### src/rtl/hazard_ctrl_if.sv
// hazard_ctrl_if: bundle of ID/EX hazard inputs and the stall/flush/mul-div controls
// produced by hazard_ctrl.
//   slave  modport: used by hazard_ctrl (reads ID/EX fields, drives controls).
//   master modport: used by the pipeline or a testbench (drives ID/EX fields, reads controls).
// Signals:
//   id_rs, id_rt        register fields of the instruction in ID
//   id_use_rs/rt        ID instruction actually reads rs / rt
//   id_md_op            ID instruction is a mul/div
//   ex_wn, ex_WB        destination and WB control (bit 1 = RegWrite) of the EX instruction
//   ex_mem_read         EX instruction is a load
//   branch_taken        branch in EX resolved taken this cycle
//   pc_we, ifid_we      PC / IF-ID write enables
//   ifid_flush          clear IF/ID to a NOP
//   idex_bubble         zero the ID/EX control bits
//   md_start, md_abort  one-cycle pulses to the mul/div unit
//   md_busy             mul/div in progress
//   stall_cnt           saturating count of cycles with pc_we low
interface hazard_ctrl_if #(
    parameter int unsigned CNT_W = 16
);
    logic [4:0]       id_rs;
    logic [4:0]       id_rt;
    logic             id_use_rs;
    logic             id_use_rt;
    logic             id_md_op;
    logic [4:0]       ex_wn;
    logic [1:0]       ex_WB;
    logic             ex_mem_read;
    logic             branch_taken;
    logic             pc_we;
    logic             ifid_we;
    logic             ifid_flush;
    logic             idex_bubble;
    logic             md_start;
    logic             md_abort;
    logic             md_busy;
    logic [CNT_W-1:0] stall_cnt;

    modport master (
        output id_rs, id_rt, id_use_rs, id_use_rt, id_md_op,
        output ex_wn, ex_WB, ex_mem_read, branch_taken,
        input  pc_we, ifid_we, ifid_flush, idex_bubble,
        input  md_start, md_abort, md_busy, stall_cnt
    );

    modport slave (
        input  id_rs, id_rt, id_use_rs, id_use_rt, id_md_op,
        input  ex_wn, ex_WB, ex_mem_read, branch_taken,
        output pc_we, ifid_we, ifid_flush, idex_bubble,
        output md_start, md_abort, md_busy, stall_cnt
    );
endinterface

### src/rtl/hazard_ctrl.sv
// hazard_ctrl: hazard and stall controller for the 5-stage MIPS pipeline (ID/EX).
//   - inserts a single bubble for every load-use hazard
//   - sequences the multi-cycle mul/div unit (start, hold IF/ID, release)
//   - applies taken-branch flushes, aborting an in-flight mul/div
//   - keeps a saturating count of cycles with pc_we low
// Ports:
//   clk  system clock, rising edge
//   rst  synchronous active-high reset
//   bus  hazard_ctrl_if.slave (ID/EX fields in, pipeline controls out)
// Parameters:
//   MD_LAT  mul/div latency from md_start to result valid (2..255)
//   CNT_W   width of stall_cnt
module hazard_ctrl #(
    parameter int unsigned MD_LAT = 4,
    parameter int unsigned CNT_W  = 16
) (
    input  logic          clk,
    input  logic          rst,
    hazard_ctrl_if.slave  bus
);

    typedef enum logic [1:0] {
        StRun    = 2'd0,
        StMdBusy = 2'd1,
        StMdRel  = 2'd2
    } state_e;

    // md_cnt is loaded on the start cycle, so the busy phase covers the remaining MD_LAT-1 cycles.
    localparam logic [7:0] MdInit = 8'(MD_LAT - 1);

    state_e           state_q, state_d;
    logic [7:0]       md_cnt_q, md_cnt_d;
    logic [CNT_W-1:0] stall_cnt_q;

    logic load_use;
    logic rs_hit;
    logic rt_hit;
    logic unused_wb0;

    logic pc_we;
    logic ifid_we;
    logic ifid_flush;
    logic idex_bubble;
    logic md_start;
    logic md_abort;
    logic md_busy;

    assign unused_wb0 = bus.ex_WB[0];

    // Register 0 is hard-wired to zero, so a load targeting it never creates a hazard.
    assign rs_hit   = bus.id_use_rs && (bus.id_rs == bus.ex_wn);
    assign rt_hit   = bus.id_use_rt && (bus.id_rt == bus.ex_wn);
    assign load_use = bus.ex_mem_read && bus.ex_WB[1] && (bus.ex_wn != 5'd0)
                      && (rs_hit || rt_hit);

    // State register.
    always_ff @(posedge clk) begin
        if (rst) begin
            state_q  <= StRun;
            md_cnt_q <= 8'd0;
        end else begin
            state_q  <= state_d;
            md_cnt_q <= md_cnt_d;
        end
    end

    // Next-state logic. Priority: branch_taken, then load_use, then mul/div sequencing.
    always_comb begin
        state_d  = state_q;
        md_cnt_d = md_cnt_q;
        unique case (state_q)
            StRun: begin
                if (bus.branch_taken) begin
                    state_d = StRun;
                end else if (load_use) begin
                    // A pending mul/div is deferred until the load has moved to MEM.
                    state_d = StRun;
                end else if (bus.id_md_op) begin
                    state_d  = StMdBusy;
                    md_cnt_d = MdInit;
                end
            end
            StMdBusy: begin
                if (bus.branch_taken) begin
                    // An older branch in EX kills the mul/div sitting in ID.
                    state_d  = StRun;
                    md_cnt_d = 8'd0;
                end else begin
                    md_cnt_d = md_cnt_q - 8'd1;
                    if (md_cnt_q == 8'd1) begin
                        state_d = StMdRel;
                    end
                end
            end
            StMdRel: begin
                state_d = StRun;
            end
            default: begin
                state_d  = StRun;
                md_cnt_d = 8'd0;
            end
        endcase
    end

    // Output logic.
    always_comb begin
        pc_we       = 1'b1;
        ifid_we     = 1'b1;
        ifid_flush  = 1'b0;
        idex_bubble = 1'b0;
        md_start    = 1'b0;
        md_abort    = 1'b0;
        md_busy     = 1'b0;
        if (rst) begin
            pc_we       = 1'b0;
            ifid_we     = 1'b0;
            idex_bubble = 1'b1;
        end else begin
            unique case (state_q)
                StRun: begin
                    if (bus.branch_taken) begin
                        ifid_flush  = 1'b1;
                        idex_bubble = 1'b1;
                    end else if (load_use) begin
                        pc_we       = 1'b0;
                        ifid_we     = 1'b0;
                        idex_bubble = 1'b1;
                    end else if (bus.id_md_op) begin
                        md_start    = 1'b1;
                        pc_we       = 1'b0;
                        ifid_we     = 1'b0;
                        idex_bubble = 1'b1;
                    end
                end
                StMdBusy: begin
                    md_busy = 1'b1;
                    if (bus.branch_taken) begin
                        md_abort    = 1'b1;
                        ifid_flush  = 1'b1;
                        idex_bubble = 1'b1;
                    end else begin
                        pc_we       = 1'b0;
                        ifid_we     = 1'b0;
                        idex_bubble = 1'b1;
                    end
                end
                StMdRel: begin
                    // Defaults let the mul/div advance to EX; md_start stays low even though
                    // id_md_op is still asserted. EX holds a bubble, so load_use cannot fire.
                    if (bus.branch_taken) begin
                        ifid_flush  = 1'b1;
                        idex_bubble = 1'b1;
                    end
                end
                default: begin
                    pc_we       = 1'b0;
                    ifid_we     = 1'b0;
                    idex_bubble = 1'b1;
                end
            endcase
        end
    end

    // Saturating stall counter; reset cycles are never counted.
    always_ff @(posedge clk) begin
        if (rst) begin
            stall_cnt_q <= '0;
        end else if (!pc_we && (stall_cnt_q != '1)) begin
            stall_cnt_q <= stall_cnt_q + 1'b1;
        end
    end

    assign bus.pc_we       = pc_we;
    assign bus.ifid_we     = ifid_we;
    assign bus.ifid_flush  = ifid_flush;
    assign bus.idex_bubble = idex_bubble;
    assign bus.md_start    = md_start;
    assign bus.md_abort    = md_abort;
    assign bus.md_busy     = md_busy;
    assign bus.stall_cnt   = stall_cnt_q;

endmodule

### src/flat_wrapper.sv
// flat-port wrapper written by rule: the top's interface ports become plain ports
module hazard_ctrl_flat 
#(
    parameter int unsigned MD_LAT = 4,
    parameter int unsigned CNT_W  = 16
)
  (clk, rst, bus_id_rs, bus_id_rt, bus_id_use_rs, bus_id_use_rt, bus_id_md_op, bus_ex_wn, bus_ex_WB, bus_ex_mem_read, bus_branch_taken, bus_pc_we, bus_ifid_we, bus_ifid_flush, bus_idex_bubble, bus_md_start, bus_md_abort, bus_md_busy, bus_stall_cnt);
  hazard_ctrl_if #(.CNT_W(CNT_W)) bus_i ();
  input  logic clk;
  input  logic rst;
  input wire logic [$bits(bus_i.id_rs)-1:0] bus_id_rs;
  input wire logic [$bits(bus_i.id_rt)-1:0] bus_id_rt;
  input wire logic [$bits(bus_i.id_use_rs)-1:0] bus_id_use_rs;
  input wire logic [$bits(bus_i.id_use_rt)-1:0] bus_id_use_rt;
  input wire logic [$bits(bus_i.id_md_op)-1:0] bus_id_md_op;
  input wire logic [$bits(bus_i.ex_wn)-1:0] bus_ex_wn;
  input wire logic [$bits(bus_i.ex_WB)-1:0] bus_ex_WB;
  input wire logic [$bits(bus_i.ex_mem_read)-1:0] bus_ex_mem_read;
  input wire logic [$bits(bus_i.branch_taken)-1:0] bus_branch_taken;
  output wire logic [$bits(bus_i.pc_we)-1:0] bus_pc_we;
  output wire logic [$bits(bus_i.ifid_we)-1:0] bus_ifid_we;
  output wire logic [$bits(bus_i.ifid_flush)-1:0] bus_ifid_flush;
  output wire logic [$bits(bus_i.idex_bubble)-1:0] bus_idex_bubble;
  output wire logic [$bits(bus_i.md_start)-1:0] bus_md_start;
  output wire logic [$bits(bus_i.md_abort)-1:0] bus_md_abort;
  output wire logic [$bits(bus_i.md_busy)-1:0] bus_md_busy;
  output wire logic [$bits(bus_i.stall_cnt)-1:0] bus_stall_cnt;
  assign bus_i.id_rs = bus_id_rs;
  assign bus_i.id_rt = bus_id_rt;
  assign bus_i.id_use_rs = bus_id_use_rs;
  assign bus_i.id_use_rt = bus_id_use_rt;
  assign bus_i.id_md_op = bus_id_md_op;
  assign bus_i.ex_wn = bus_ex_wn;
  assign bus_i.ex_WB = bus_ex_WB;
  assign bus_i.ex_mem_read = bus_ex_mem_read;
  assign bus_i.branch_taken = bus_branch_taken;
  assign bus_pc_we = bus_i.pc_we;
  assign bus_ifid_we = bus_i.ifid_we;
  assign bus_ifid_flush = bus_i.ifid_flush;
  assign bus_idex_bubble = bus_i.idex_bubble;
  assign bus_md_start = bus_i.md_start;
  assign bus_md_abort = bus_i.md_abort;
  assign bus_md_busy = bus_i.md_busy;
  assign bus_stall_cnt = bus_i.stall_cnt;
  hazard_ctrl #(.MD_LAT(MD_LAT), .CNT_W(CNT_W)) u_core (.clk(clk), .rst(rst), .bus(bus_i));
endmodule
### config.mk
export PLATFORM = sky130hd
export DESIGN_NAME = hazard_ctrl_flat
export DESIGN_NICKNAME = d
export VERILOG_FILES = /design/src/rtl/hazard_ctrl_if.sv /design/src/rtl/hazard_ctrl.sv /design/src/flat_wrapper.sv
export SDC_FILE = /design/constraint.sdc
export NUM_CORES = 1
export LEC_CHECK = 0
export CELL_PAD_IN_SITES_DETAIL_PLACEMENT = 0
export CELL_PAD_IN_SITES_GLOBAL_PLACEMENT = 2
export CORE_MARGIN = 10
export CORE_UTILIZATION = 29
export CTS_CLUSTER_DIAMETER = 50
export DETAILED_ROUTE_END_ITERATION = 8
export PLACE_DENSITY_LB_ADDON = 0.1
export SLEW_MARGIN = 10
export SYNTH_ARGS = -nofsm -noshare
export SYNTH_HDL_FRONTEND = slang
export SYNTH_SLANG_ARGS = --single-unit
### constraint.sdc
create_clock -name clk -period 4.1 [get_ports clk]
set_input_delay 0.41 -clock clk [delete_from_list [all_inputs] [get_ports clk]]
set_output_delay 0.41 -clock clk [all_outputs]
set_load 0.005 [all_outputs]
# Yosys cells after proc, flatten, opt, wreduce, memory -nomap -nowiden
# Cells that the tools add are included.
[word_totals] output_inout_bits=23 regBits=26 input_bits=24 elab_cells=62
[op_classes] n_mux=32 n_addsub=2 n_eq_ne=11 bitwise_logic=1 reduce_logical=13
[op_table] cell="2-to-1 mux 8 bit" n=4
[op_table] cell="case mux 8 bit (3 select lines)" n=1
[op_table] cell="2-to-1 mux 1 bit" n=19
[op_table] cell="adder 16 x 1 -> 16 bit, second input constant" n=1
[op_table] cell="inequality test 16 bit, second input constant" n=1
[op_table] cell="== test 5 bit" n=2
[op_table] cell="2-to-1 mux 2 bit" n=5
[op_table] cell="== test 8 x 1 -> 1 bit, second input constant" n=1
[op_table] cell="subtractor 8 x 1 -> 8 bit, second input constant" n=1
[op_table] cell="logical AND 1 bit" n=6
[op_table] cell="inequality test 2 bit, second input constant" n=3
[op_table] cell="nonzero test 5 bit" n=1
[op_table] cell="inequality test 4 x 3 -> 1 bit, second input constant" n=1
[op_table] cell="case mux 2 bit (2 select lines)" n=1
[op_table] cell="AND reduction 4 bit" n=1
[op_table] cell="inequality test 3 x 2 -> 1 bit, second input constant" n=1
[op_table] cell="case mux 1 bit (3 select lines)" n=1
[op_table] cell="OR reduction 3 bit" n=1
[op_table] cell="== test 2 x 1 -> 1 bit, second input constant" n=1
[op_table] cell="== test 2 bit, second input constant" n=1
[op_table] cell="logical NOT 2 bit" n=1
[op_table] cell="case mux 1 bit (2 select lines)" n=1
[op_table] cell="AND reduction 2 bit" n=1
[op_table] cell="logical NOT 1 bit" n=1
[op_table] cell="2 further kinds" n=2

# Depth between registers and ports, before layout
# Gate-level depths: netlist of the first run.
[depth] ltp_word=10 ltp_mapped=9 ltp_nobuf=7

# Worst setup path before layout of the first run
# Ideal clock, no wire load.
[synth_path] kind="input to register" from="input bus_ex_wn[1]" to="register u_core.stall_cnt_q[1], in the netlist u_core.bus.stall_cnt[1]" path_slack_ns=2.078 t_arrival_ns=1.895 setup_time_ns=0.128 path_stages=8 required_time_ns=3.972 n_path_buf=2 path_cell_list="or4_4 > o211ai_4 > a211oi_2 > a21oi_4 > buf_6 > buf_8 > mux2i_1 > nor2_1"
[synth_via] elab_chain_cells=10 word_cells_on_any_way=14 classes_between="2 x eq/ne; 4 x mux; 8 x reduce/logical"
[synth_lines] element="start: declaration" line="flat_wrapper.sv:16" source="input wire logic [$bits(bus_i.ex_wn)-1:0] bus_ex_wn;"
[synth_lines] element="== test 5 bit (on tied branches)" line="hazard_ctrl.sv:51, hazard_ctrl.sv:52"
[synth_lines] element="logical AND 1 bit (on tied branches)" line="hazard_ctrl.sv:51, hazard_ctrl.sv:52"
[synth_lines] element="logical OR 1 bit" line="hazard_ctrl.sv:54" source="&& (rs_hit || rt_hit);"
[synth_lines] element="logical AND 1 bit *" line="hazard_ctrl.sv:54"
[synth_lines] element="2-to-1 mux 1 bit *" line="hazard_ctrl.sv:124" source="end else if (load_use) begin"
[synth_lines] element="2-to-1 mux 1 bit *" line="hazard_ctrl.sv:121" source="if (bus.branch_taken) begin"
[synth_lines] element="case mux 1 bit (3 select lines) *" line="hazard_ctrl.sv:119" source="unique case (state_q)"
[synth_lines] element="2-to-1 mux 1 bit *" line="hazard_ctrl.sv:114" source="if (rst) begin"
[synth_lines] element="logical NOT 1 bit *" line="hazard_ctrl.sv:168" source="end else if (!pc_we && (stall_cnt_q != '1)) begin"
[synth_lines] element="logical AND 1 bit *" line="hazard_ctrl.sv:168"
[synth_lines] element="end signal: assignment" line="hazard_ctrl.sv:169" source="stall_cnt_q <= stall_cnt_q + 1'b1;"
[synth_lines] element="end: declaration" line="hazard_ctrl.sv:33" source="logic [CNT_W-1:0] stall_cnt_q;"
# Mark *: on every way between the ends. The rest lies on a longest branch, timed or not.
# A chain may end at the register's enable or synchronous reset.

# Worst setup path after layout of the first run
[layout_path] from="input bus_ex_wn[2]" to="output bus_md_start"
[layout_via] elab_chain_cells=8 word_cells_on_any_way=12 classes_between="2 x eq/ne; 4 x mux; 6 x reduce/logical"
[layout_lines] element="== test 5 bit (on tied branches)" line="hazard_ctrl.sv:51, hazard_ctrl.sv:52"
[layout_lines] element="logical AND 1 bit (on tied branches)" line="hazard_ctrl.sv:51, hazard_ctrl.sv:52"
[layout_lines] element="logical OR 1 bit" line="hazard_ctrl.sv:54"
[layout_lines] element="logical AND 1 bit *" line="hazard_ctrl.sv:54"
[layout_lines] element="2-to-1 mux 1 bit *" line="hazard_ctrl.sv:124"
[layout_lines] element="2-to-1 mux 1 bit *" line="hazard_ctrl.sv:121"
[layout_lines] element="2-to-1 mux 1 bit *" line="hazard_ctrl.sv:119"
[layout_lines] element="2-to-1 mux 1 bit *" line="hazard_ctrl.sv:114"
[layout_lines] element="end: declaration" line="flat_wrapper.sv:24" source="output wire logic [$bits(bus_i.md_start)-1:0] bus_md_start;"
# Marks and branches as above.

==> summary.md, run 1 <==
| Metric | Value |
|---|---|
| Status | complete, no violations |
| RSZ-0062 raised after global routing | false |
| Clk_lat worst skew | 0.27 ns |
| Final setup skew | 0.0136 ns |
| Final hold vios | 0 |
| Vias post-DR | 1592 |
| CTS tree | yes |
| Synth unique cells | 46 |
| Max FO, Critical Path | 4 |
| Number of nets in the layout | 267 |
| Core ar. | 5470 µm² |
| Most common cell after layout, fill and taps aside | clkdlybuf4s50_1 |
| FF+latch count, synth | 26 |
| Clock-pin slew on the worst setup and hold paths | 0.08 ns |
| Synth Cell Area | 1630 µm² |
| Slew margin rel. | 0.593 |
| Fillers | 575 |
| First-pass GRT wire length | 7620 µm |
| Max-slew violation count | 0 |
| Initial core utilization | 0.298 |
| Final setup fails | 0 |
| Crit end category | output pin |
| Antenna-violating nets left | 0 |
| VDD IR max | 0.000129 V |
| Fin area | 2190 µm² |
| Minimum clock period | 3.11 ns |
| Top-Level Pins | 47 |
| DIE AREA | 9030 µm² |
| Port Buffers | 45 |
| Leakage power | 0.703 nW |
| CP arrival | 2.70 ns |
| Layout area overhead | 33.9% |
| # diodes | 0 |
| Worst-Margin Slew | 0.609 ns |
| Via/cell ratio | 5.12 |
| Placed Instances | 307 |
| Most area-hungry cell type in the Yosys netlist | dfxtp_1 |
| Drc violations | 0 |
| Element type at the critical path start | input pin |
| CTS H-tree depth | 1 |
| # Max-Cap Violations | 0 |
| Avg Inst Size Synth | 8.33 µm² |
| Hold Path Class | reg -> reg |
| CTS Buf Count | 3 |
| Post-synthesis cell count | 196 |
| CTS Hold Buffers Added | 0 |
| Sequential share of the synthesized area | 0.319 |
| Vias in the first global route | 1574 |
| Total Routing Usage GR | 0.103 |
| Synth area leaders | dfxtp_1 (32%), xnor2_1 (8.6%), a21oi_1 (5.2%) |
| Clk sinks | 26 |
| Largest net degree at the start of global routing | 26 |
| Die span in y | 95.0 µm |
| Fin cells | 311 |
| Commonest cells after routing, fill and taps aside | clkdlybuf4s50_1 (45), dfxtp_1 (26), a21oi_1 (17) |
| Setup TNS Final | 0 ns |
| FFs w/ async S/R, synth | 0 |
| Post-synth EDFFs | 0 |
| Worst EP required | 3.69 ns |
| Share of cells above drive strength 1 | 0.0586 |
| Period utilisation layout | 0.758 |
| HPWL Detailed | 3640 µm |
| Synth top area share | 0.319 |
| Post-Syn Nets | 223 |
| Total grt overflow | 0 |
| Die W | 95.0 µm |
| WL per Instance | 15.0 µm |
| Total power | 0.596 mW |
| CP max stage cell | or4_4 |
| Hold Worst Slack | 0.525 ns |
| Routability cong. | 0.804 |
| Setup Buffers After CTS | 0 |
| Crit-path cells | clkdlybuf4s50_1 > or4_4 > o211a_1 > nand2_1 > nand2_1 > nor3_1 > clkdlybuf4s50_1 |
| Main synth FF type | dfxtp_1 |
| Achievable clock frequency | 0.322 GHz |
| Area after DPL | 2130 µm² |
| CP Class | in -> out |
| Initial antenna violation count | 0 |
| Routed WL | 4660 µm |
| Post-cts resize count | 0 |
| Syn. warnings | 0 |
| PwrDens | 273 nW/µm² |
| Slowest stage delay, CP | 0.57 ns |
| First-pass iteration count of the detailed router | 4 |
| Clk root buf | clkbuf_8 |
| # rows | 27 |
| Drt initial violations | 52 |
| Clock buffer depth | 2 |
## power breakdown
part           internal [mW]  total (mW)  switching, mW  leakage, nW
Sequential             0.267       0.285         0.0179        0.211
Clock                 0.0859       0.169         0.0828       0.0288
Combinational         0.0764       0.143         0.0664        0.463
Total                  0.429       0.596          0.167        0.703
## worst max-delay path, delay by kind of cell
family | cells | cell delay (ns)
buffers and inverters | 2 | 1.02
AND/OR/NAND/NOR | 4 | 1.00
AO/OA/AOI/OAI | 1 | 0.26
## cells by family after synthesis
| logic type | synth area share |
|---|---|
| and+or+nand+nor | 0.264 |
| AOI/OAI and AO/OA | 0.229 |
| DFF | 0.319 |
| muxes | 0.0199 |
| adders and majority gates | 0.0230 |
| buffers and inverters | 0.0536 |
| xor gates and xnor gates | 0.0912 |
## path summary, 6_finish.rpt
check | start | end | cells past startpoint | slack [ns]
worst max-delay path | bus_ex_wn[2] | bus_md_start | 7 | 0.99
worst min-delay path | u_core.md_cnt_q[5] | u_core.md_cnt_q[5] | 2 | 0.52
worst max register to register | u_core.bus.stall_cnt[0] | u_core.bus.stall_cnt[11] | 7 | 1.55
worst min register to register | u_core.md_cnt_q[5] | u_core.md_cnt_q[5] | 2 | 0.52
## stage by stage
step,util,setup WS [ns]
after floorplan,-,2.08
after global placement,0.389,0.968
after CTS,0.399,0.966
after global routing,0.399,0.898
final,0.399,0.993
after detailed placement,0.389,0.967
## registers in the layout, indices dropped and copies added, names as in the netlist
signal                count
u_core.md_cnt_q           8
u_core.state_q            2
u_core.bus.stall_cnt     16
## final cells by class
type                       instances  area (µm²)  share of cell area
multi-input combinational        153        1020               0.469
inverter                          10        37.5              0.0172
timing repair buffer              46         458               0.210
clock buffer                       4        55.1              0.0252
sequential                        26         520               0.238
tap                               72        90.1              0.0412
## per-layer routing
metal,wire length [µm],global-route usage,up-vias,share of wire
met4,44,0.0299,0,0.0094
met5,0,0,-,0
met2,2190,0.172,35,0.47
li1,-,-,801,-
met3,270,0.0251,4,0.058
met1,2150,0.128,752,0.46
## Yosys cell counts, drive strengths merged (2+ instances only)
cell	n
a22oi	3
o21ai	11
nand2	14
mux2	2
clkbuf	3
buf	4
xnor2	16
nor4	3
nand3	7
a211oi	4
inv	10
o31ai	4
nor2	16
dfxtp	26
o221ai	2
nor2b	3
and4	2
o211a	2
a21oi	18
or3	8
nand4	7
nor3	8
and2	2
and3	3
ha	3
or4	5
No activity file was read; power rests on OpenSTA's default activity.
==> run 2: changes to the inputs <==
CORE_UTILIZATION = 27   (was 29)
clock period = 3.05 ns   (was 4.1 ns; I/O delays follow)
==> summary.md, run 2 (synthesis results as in run 1) <==
| Metric | Value |
|---|---|
| First-pass iteration count of the detailed router | 4 |
| CP arrival | 2.48 ns |
| RSZ-0062 raised after global routing | false |
| # rows | 28 |
| Via/cell ratio | 5.04 |
| Total power | 0.863 mW |
| WHS Endpoint | u_core.bus.stall_cnt[15] |
| Total Routing Usage GR | 0.0977 |
| Crit end category | output pin |
| Initial core utilization | 0.277 |
| Initial antenna violation count | 0 |
| Critical path buffer and inverter count | 3 |
| Hold Path Depth | 2 |
| Commonest cells after routing, fill and taps aside | clkdlybuf4s50_1 (44), dfxtp_1 (26), a21oi_1 (17) |
| Clock buffer depth | 2 |
| Element type at the critical path start | input pin |
| Max FO, Critical Path | 4 |
| CP max stage cell | or4_4 |
| Vias post-DR | 1589 |
| Core ar. | 5890 µm² |
| VDD IR max | 0.000324 V |
| Die W | 97.8 µm |
| Final hold vios | 0 |
| HPWL Detailed | 3690 µm |
| Fillers | 603 |
| R2R Path Start | u_core.bus.stall_cnt[0] |
| Period utilisation layout | 0.914 |
| Hold Path Class | reg -> reg |
| Max-slew violation count | 0 |
| Port Buffers | 45 |
| CTS Buf Count | 3 |
| Largest net degree at the start of global routing | 23 |
| Top-Level Pins | 47 |
| Number of nets in the layout | 268 |
| Vias in the first global route | 1602 |
| Slowest stage delay, CP | 0.59 ns |
| Clk_lat worst skew | 0.27 ns |
| Clk sinks | 26 |
| Status | complete, no violations |
| # diodes | 0 |
| Top delay family on crit path | buffers and inverters |
| CTS Hold Buffers Added | 0 |
| Crit-path cells | clkdlybuf4s50_1 > or4_4 > o211a_1 > a31o_1 > inv_2 > clkdlybuf4s50_1 |
| First-pass GRT wire length | 8030 µm |
| Leakage power | 0.732 nW |
| FF-to-FF End | u_core.bus.stall_cnt[1] |
| Clk root buf | clkbuf_8 |
| Most common cell after layout, fill and taps aside | clkdlybuf4s50_1 |
| Setup TNS Final | 0 ns |
| CP Class | in -> out |
| Die span in y | 97.8 µm |
| Worst EP required | 2.74 ns |
| WL per Instance | 15.0 µm |
| Final setup skew | 0.00294 ns |
| Drc violations | 0 |
| Drt initial violations | 70 |
| Final setup fails | 0 |
| # Max-Cap Violations | 0 |
| Max reg flops | 16 |
| Cell mode on critical path | clkdlybuf4s50_1 |
| Placed Instances | 311 |
| Fin cells | 315 |
| Worst-Margin Slew | 0.457 ns |
| Slack of the worst reg-to-reg path | 0.73 ns |
| Clock-pin slew on the worst setup and hold paths | 0.09 ns |
| Area after DPL | 2140 µm² |
| Routed WL | 4710 µm |
| PwrDens | 390 nW/µm² |
| Antenna-violating nets left | 0 |
| Slew margin rel. | 0.693 |
| CTS H-tree depth | 1 |
| Routability cong. | 0.776 |
| CTS tree | yes |
| Hold Crit Start | u_core.bus.stall_cnt[15] |
| Minimum clock period | 2.79 ns |
| Achievable clock frequency | 0.359 GHz |
| Total grt overflow | 0 |
| Fin area | 2220 µm² |
| Share of cells above drive strength 1 | 0.0625 |
| Layout area overhead | 35.7% |
| FF-to-FF path depth | 8 |
| DIE AREA | 9560 µm² |
run 2: changes by cell type in the layout (fill, tap and decap cells not counted):
cell and delta:
clkdlybuf4s50_1 -1, clkbuf_8 -1, dlymetal6s2s_1 +1, buf_4 +1, bufinv_16 +1
run 2: power by group:
| part | switching [mW] | leakage, nW | internal, mW |
|---|---|---|---|
| Combinational | 0.0904 | 0.485 | 0.104 |
| Clock | 0.110 | 0.0357 | 0.175 |
| Sequential | 0.0247 | 0.211 | 0.359 |
| Total | 0.225 | 0.732 | 0.638 |
run 2: worst max-delay path by stage:
stage          cells past startpoint  slack, ns               startpoint                       to
2_1_floorplan                      9       1.05  u_core.bus.stall_cnt[0]  u_core.bus.stall_cnt[1]
3_3_place_gp                       7       0.19             bus_ex_wn[1]             bus_md_start
3_5_place_dp                       7       0.17             bus_ex_wn[1]             bus_md_start
4_1_cts                            7       0.17             bus_ex_wn[1]             bus_md_start
5_1_grt                            6       0.20             bus_ex_wn[2]                bus_pc_we
6_report                           6       0.26             bus_ex_wn[1]                bus_pc_we
run 2: timing repair:
| item | in CTS | in global routing |
|---|---|---|
| gates resized for setup | 0 | 1 |
| setup buffers | 0 | 0 |
| endpoints found under the setup margin | 0 | 1 |
run 2: layer usage:
metal  track usage  up-vias  share of wire
li1              -      805              -
met1         0.126      749           0.48
met2         0.160       33           0.47
met3        0.0261        2          0.047
met4        0.0179        0         0.0057
met5             0        -              0
run 2: per-stage QoR:
| step | utilization | hold slack, ns | setup slack (ns) |
|---|---|---|---|
| global placement | 0.364 | 0.496 | 0.194 |
| global route | 0.376 | 0.576 | 0.198 |
| CTS | 0.376 | 0.516 | 0.171 |
| detailed placement | 0.364 | 0.500 | 0.173 |
| finish | 0.376 | 0.516 | 0.261 |
| floorplan | - | 0.479 | 1.05 |
run 2: cell type report:
type                            count  area [µm²]  area share
Clock buffer                        3        41.3      0.0186
Clock inverter                      1        30.0      0.0136
Sequential cell                    26         520       0.235
Timing Repair Buffer               47         468       0.211
Inverter                           10        37.5      0.0169
Tap cell                           75        93.8      0.0423
Multi-Input combinational cell    153        1020       0.462
run 2: worst min-delay path: cells and delay by family, from the launching register on:
| kind | cells | cell delay [ns] |
|---|---|---|
| DFF | 1 | 0.35 |
| AOI/OAI and AO/OA | 2 | 0.13 |
